## src/rtl/uart_flash_manager.sv

```systemverilog
// Command-frame bridge between the UART byte interface and the flash controller.
// Optional frame timeout enabled by defining UART_FLASH_MANAGER_TIMEOUT_EN.
module uart_flash_manager #(
    parameter int         ADDR_BYTES = 1,
    parameter logic [7:0] ACK_BYTE   = 8'h06,
    parameter logic [7:0] NAK_BYTE   = 8'h15
`ifdef UART_FLASH_MANAGER_TIMEOUT_EN
    ,
    parameter int         TIMEOUT_CYC = 50_000_000
`endif
) (
    input  logic                    CLK_50MHZ,
    input  logic                    RST,
    input  logic [7:0]              RS_DATAOUT,
    input  logic                    RS_DONE,
    output logic [7:0]              RS_DATAIN,
    output logic                    RS_TRG_WRITE,
    input  logic                    RS_TX_BUSY,
    output logic [8*ADDR_BYTES-1:0] FL_ADDR,
    output logic [7:0]              FL_DOUT,
    input  logic [7:0]              FL_DIN,
    output logic                    FL_WE,
    output logic                    FL_TRG,
    input  logic                    FL_STATUS,
    output logic                    BUSY,
    output logic                    ERR
);
    localparam int              AW       = 8 * ADDR_BYTES;
    localparam logic [AW-1:0]   ADDR_ONE = 1;
    localparam logic [1:0]      ALAST    = 2'(ADDR_BYTES - 1);
    localparam logic [7:0]      CMD_W    = 8'h57;
    localparam logic [7:0]      CMD_R    = 8'h52;

    typedef enum logic [3:0] {
        IDLE, ADDR, LEN, WDATA, FL_ISSUE, FL_WAIT, TX_ISSUE, TX_WAIT, RESP
    } state_t;

    state_t         state;
    logic           wr_mode;
    logic           resp_mode;
    logic           wphase;
    logic           hold_vld;
    logic [7:0]     hold_byte;
    logic [1:0]     abyte;
    logic [8:0]     cnt;
    logic [1:0]     skip;
    logic [7:0]     tx_byte;
    logic [AW+7:0]  addr_sh;
    logic           wdone;
    logic           consume;
    logic           tmo_hit;

    assign addr_sh = {FL_ADDR, RS_DATAOUT};
    assign wdone   = RS_DONE && wphase;
    assign consume = (state == WDATA) && hold_vld;
    assign BUSY    = (state != IDLE);

`ifdef UART_FLASH_MANAGER_TIMEOUT_EN
    logic [31:0] tmo_cnt;
    logic        rx_state;
    assign rx_state = (state == ADDR) || (state == LEN) || (state == WDATA);
    assign tmo_hit  = rx_state && !RS_DONE && (tmo_cnt == 32'(TIMEOUT_CYC - 1));

    // Counter is frozen during flash ops so it measures host silence only.
    always_ff @(posedge CLK_50MHZ) begin
        if (RST || RS_DONE || state == IDLE)
            tmo_cnt <= '0;
        else if (rx_state)
            tmo_cnt <= tmo_cnt + 32'd1;
    end
`else
    assign tmo_hit = 1'b0;
`endif

    always_ff @(posedge CLK_50MHZ) begin
        if (RST) begin
            state        <= IDLE;
            wr_mode      <= 1'b0;
            resp_mode    <= 1'b0;
            wphase       <= 1'b0;
            hold_vld     <= 1'b0;
            hold_byte    <= '0;
            abyte        <= '0;
            cnt          <= '0;
            skip         <= '0;
            tx_byte      <= '0;
            RS_DATAIN    <= '0;
            RS_TRG_WRITE <= 1'b0;
            FL_ADDR      <= '0;
            FL_DOUT      <= '0;
            FL_WE        <= 1'b0;
            FL_TRG       <= 1'b0;
            ERR          <= 1'b0;
        end else begin
            // Holding register accepts a byte if empty or being drained this cycle.
            if (wdone) begin
                if (hold_vld && !consume) begin
                    ERR <= 1'b1;
                end else begin
                    hold_vld  <= 1'b1;
                    hold_byte <= RS_DATAOUT;
                end
            end else if (consume) begin
                hold_vld <= 1'b0;
            end

            case (state)
                IDLE: begin
                    if (RS_DONE) begin
                        if (RS_DATAOUT == CMD_W || RS_DATAOUT == CMD_R) begin
                            wr_mode <= (RS_DATAOUT == CMD_W);
                            abyte   <= '0;
                            state   <= ADDR;
                        end else begin
                            tx_byte <= NAK_BYTE;
                            state   <= RESP;
                        end
                    end
                end
                ADDR: begin
                    if (RS_DONE) begin
                        FL_ADDR <= addr_sh[AW-1:0];
                        abyte   <= abyte + 2'd1;
                        if (abyte == ALAST)
                            state <= LEN;
                    end else if (tmo_hit) begin
                        tx_byte <= NAK_BYTE;
                        state   <= RESP;
                    end
                end
                LEN: begin
                    if (RS_DONE) begin
                        cnt <= (RS_DATAOUT == 8'd0) ? 9'd256 : {1'b0, RS_DATAOUT};
                        if (wr_mode) begin
                            wphase <= 1'b1;
                            state  <= WDATA;
                        end else begin
                            state  <= FL_ISSUE;
                        end
                    end else if (tmo_hit) begin
                        tx_byte <= NAK_BYTE;
                        state   <= RESP;
                    end
                end
                WDATA: begin
                    if (hold_vld) begin
                        FL_DOUT <= hold_byte;
                        state   <= FL_ISSUE;
                    end else if (tmo_hit) begin
                        wphase   <= 1'b0;
                        hold_vld <= 1'b0;
                        tx_byte  <= NAK_BYTE;
                        state    <= RESP;
                    end
                end
                FL_ISSUE: begin
                    FL_TRG <= 1'b1;
                    FL_WE  <= wr_mode;
                    skip   <= '0;
                    state  <= FL_WAIT;
                end
                FL_WAIT: begin
                    FL_TRG <= 1'b0;
                    // Strobe cycle and the one after it cannot show flash busy yet.
                    if (skip != 2'd2) begin
                        skip <= skip + 2'd1;
                    end else if (!FL_STATUS) begin
                        FL_WE   <= 1'b0;
                        FL_ADDR <= FL_ADDR + ADDR_ONE;
                        cnt     <= cnt - 9'd1;
                        if (wr_mode) begin
                            if (cnt == 9'd1) begin
                                wphase   <= 1'b0;
                                hold_vld <= 1'b0;
                                tx_byte  <= ACK_BYTE;
                                state    <= RESP;
                            end else begin
                                state <= WDATA;
                            end
                        end else begin
                            tx_byte <= FL_DIN;
                            state   <= TX_ISSUE;
                        end
                    end
                end
                TX_ISSUE: begin
                    if (!RS_TX_BUSY) begin
                        RS_DATAIN    <= tx_byte;
                        RS_TRG_WRITE <= 1'b1;
                        skip         <= '0;
                        state        <= TX_WAIT;
                    end
                end
                TX_WAIT: begin
                    RS_TRG_WRITE <= 1'b0;
                    if (skip != 2'd2) begin
                        skip <= skip + 2'd1;
                    end else if (!RS_TX_BUSY) begin
                        if (resp_mode) begin
                            resp_mode <= 1'b0;
                            state     <= IDLE;
                        end else if (cnt != 9'd0) begin
                            state <= FL_ISSUE;
                        end else begin
                            state <= IDLE;
                        end
                    end
                end
                RESP: begin
                    resp_mode <= 1'b1;
                    state     <= TX_ISSUE;
                end
                default: state <= IDLE;
            endcase
        end
    end
endmodule
```

## config.mk

```make
export PLATFORM = sky130hd
export DESIGN_NAME = uart_flash_manager
export DESIGN_NICKNAME = d
export VERILOG_FILES = /design/src/rtl/uart_flash_manager.sv
export SDC_FILE = /design/constraint.sdc
export NUM_CORES = 1
export LEC_CHECK = 0
export ABC_AREA = 1
export CORE_MARGIN = 2
export CORE_UTILIZATION = 54
export DETAILED_ROUTE_END_ITERATION = 10
export PLACE_DENSITY = 0.8
export SLEW_MARGIN = 10
export SYNTH_ARGS = -nofsm -noshare
export SYNTH_HDL_FRONTEND = slang
export SYNTH_SLANG_ARGS = --single-unit
```

## constraint.sdc

```tcl
create_clock -name CLK_50MHZ -period 1.8 [get_ports CLK_50MHZ]
set_input_delay 0.18 -clock CLK_50MHZ [delete_from_list [all_inputs] [get_ports CLK_50MHZ]]
set_output_delay 0.18 -clock CLK_50MHZ [all_outputs]
set_load 0.02 [all_outputs]
```

==> metrics.cfg <==
[power_and_ir_drop]
report.power.total_mw = 5.03
peakVddDrop_v = 0.00103
leakagePower_nw = 1.78
p_per_area_nw_per_um2 = 1180

[sta]
rsz0062_at_grt = yes
setup_tns_ps = 0
setup_violations = 0
slew_headroom_pct = 71.1
period_minus_slack_ps = 1680
min_period_over_period_pct = 93.4
skew_ps = 10.2
maxSlewViolCount = 0
tightest_slew_ps = 430
finalHoldViolCount = 0
fmax_mhz = 595
fin_ws_ps = 118

[yosys]
synth_area_leaders = dfxtp_1, nand2_1, a21oi_1, nor2_1, inv_1
synth_fp_nets = 504
synth_top_area_share_pct = 39.0
synth_area_per_cell_um2 = 6.99
synth_edf_count = 0
ys_seq_elements = 65
yosys-top-cells-count = nand2_1, dfxtp_1, nor2_1
synthCells = 477
yosysMostFrequentCell = nand2_1
async_reset_ff_share_pct = 0
ys_types = 38
ys.flop_type = dfxtp_1
ys_warn_count = 0
synth.cell_area_um2 = 3330
yosysSeqAreaShare_pct = 39.0
yosysTopAreaCell = dfxtp_1

[worst_setup_path]
critPathTopFamily = simple AND/OR/NAND/NOR gates
critPathCapture = tx_byte[5]
r2r_cells = 9
crit_path_end_kind = register
cp.required_ps = 2080
crit_start = state[2]
cpMostUsedCell = nand2_1
start_kind = register
cp_cell_sequence = inv_1, nor2_4, nand2_4, buf_4, nand2_1, nand4_4, nand2_1, nand2_1, nor2_1
worst-r2r-setup-slack_ps = 120
crit_type = register to register
worst-path-max-fanout = 12
cpPeakStageDelay_ps = 390
r2r_start = state[2]
critPathArrivalTime_ps = 1960
crit_path_top_delay_cell = dfxtp_1
rr_endpoint = tx_byte[5]
path_buf_inv = 2
critical_path_cell_count = 9

[min_path]
hold_class = primary input to register

[global_route]
grt_pass1_wl_mm = 13.7
grt_pass1_vias = 3072
grt_remaining_overflow = 0
antenna_found_initial = 0
grt_max_degree = 39
grt_use_total_pct = 26.5

[cts]
tritoncts = yes
cts_max_path_buffers = 2
clk_latency_ps = 350
htree_levels = 3
cts_made_buffers = 9
root_buffer = clkbuf_8
cts_hold_buf = 0
post-cts-setup-buffer-count = 0
cts_num_sinks = 65
clk_pin_slew_ps = 70

[placement]
placed_cells = 609
post-dp-hpwl_mm = 6.49
dp_slack_ps = 18.5
finalWeightedCongestion = 0.982
place.port_buffers = 49

[layout]
fill_cells = 510
final_util_pct = 71.4
drive_gt1_share_pct = 12.9
area_delta_synth_final_pct = 27.7
finalNonFillerCells = 625
n_antenna_cell = 0
nets = 572

[drt]
drt_wl_total_mm = 8.71
drtIter0Drc = 166
wl_per_cell_um = 13.9
first_pass_iters = 4
drc_errors = 0
ant_nets = 0
via_per_inst = 5.43
vias = 3391

[floorplan]
coreArea_um2 = 5960
rows = 28
start_util_pct = 56.0
io_pins = 50
die-area_um2 = 6820
die_y_um = 82.6
die_w_um = 82.6

[outcome]
status = completed

[run]
maxCapViolCount = 0

## routing by layer
layer | vias to the layer above | GRT usage, % | wire length, um
met3 | 15 | 7.17 | 555
met1 | 1548 | 32.7 | 3790
met4 | 0 | 7.87 | 154
li1 | 1703 | - | -
met2 | 125 | 45.0 | 4210
met5 | - | 0 | 0
## worst min path at each step
stage / startpoint / end / slack, ps / depth (start not counted)
after floorplan: FL_DIN[3] / tx_byte[3] / 320 / 2
after global placement: abyte[1] / abyte[1] / 450 / 2
after detailed placement: FL_DOUT[4] / FL_DOUT[4] / 450 / 2
after CTS: FL_DIN[6] / tx_byte[6] / 420 / 3
after global routing: FL_DIN[6] / tx_byte[6] / 420 / 3
final: FL_DIN[6] / tx_byte[6] / 440 / 3
## area by class of cell
type	count	area (um2)	share of cell area [%]
Clock buffer	10	138	3.23
Sequential cell	65	1300	30.6
Multi-Input combinational cell	341	1740	40.8
Clock inverter	6	90.1	2.12
Timing Repair Buffer	73	682	16.0
Inverter	55	213	5.00
Tap cell	75	93.8	2.21
## worst reg2reg max path: cells and delay by family (launching register included)
kind | cells | cell delay [ps]
and+or+nand+nor | 7 | 940
buffers and inverters | 2 | 290
DFF | 1 | 390
## logic make-up after synthesis
family	share of synthesized area, %
AOI/OAI and AO/OA	19.4
xor gates and xnor gates	1.84
adders and majority gates	2.25
buffers and inverters	9.57
DFF	39.0
and+or+nand+nor	27.9
## metrics by stage
| step | hold WS (ps) | instance area [um2] |
|---|---|---|
| detailed placement | 454 | 4000 |
| global route | 425 | 4260 |
| global placement | 448 | 4000 |
| CTS | 421 | 4230 |
| finish | 436 | 4260 |
| floorplan | 318 | 3330 |
## state kept, by name, summed over array words and instances (netlist names), 2 cells and up
register   flops
cnt            9
state          4
abyte          2
hold_byte      8
tx_byte        8
RS_DATAIN      8
FL_DOUT        8
skip           2
FL_ADDR        8
## what timing repair did
action	CTS	global route
setup endpoints to repair	1	15
resized for setup	1	8
endpoints found under the hold margin	0	0
pin swaps	0	1
## placed cells by master (no fill, tap or decap), types with 4 or more instances in the layout
master / n
o21ai_1: 8
a21oi_1: 56
buf_4: 23
dfxtp_1: 64
ha_1: 6
nor2_1: 55
inv_1: 46
nand4_1: 7
clkbuf_8: 10
nand3_1: 31
clkinv_1: 4
o21ai_0: 34
o21ai_2: 5
a21oi_2: 5
nand2_1: 98
xor2_1: 6
clkdlybuf4s50_1: 48
## power breakdown
part | switching (mW) | internal, mW
Clock | 0.589 | 0.822
Combinational | 1.09 | 0.711
Sequential | 0.170 | 1.64
Total | 1.85 | 3.17
Power figures use the tool's default switching activity.
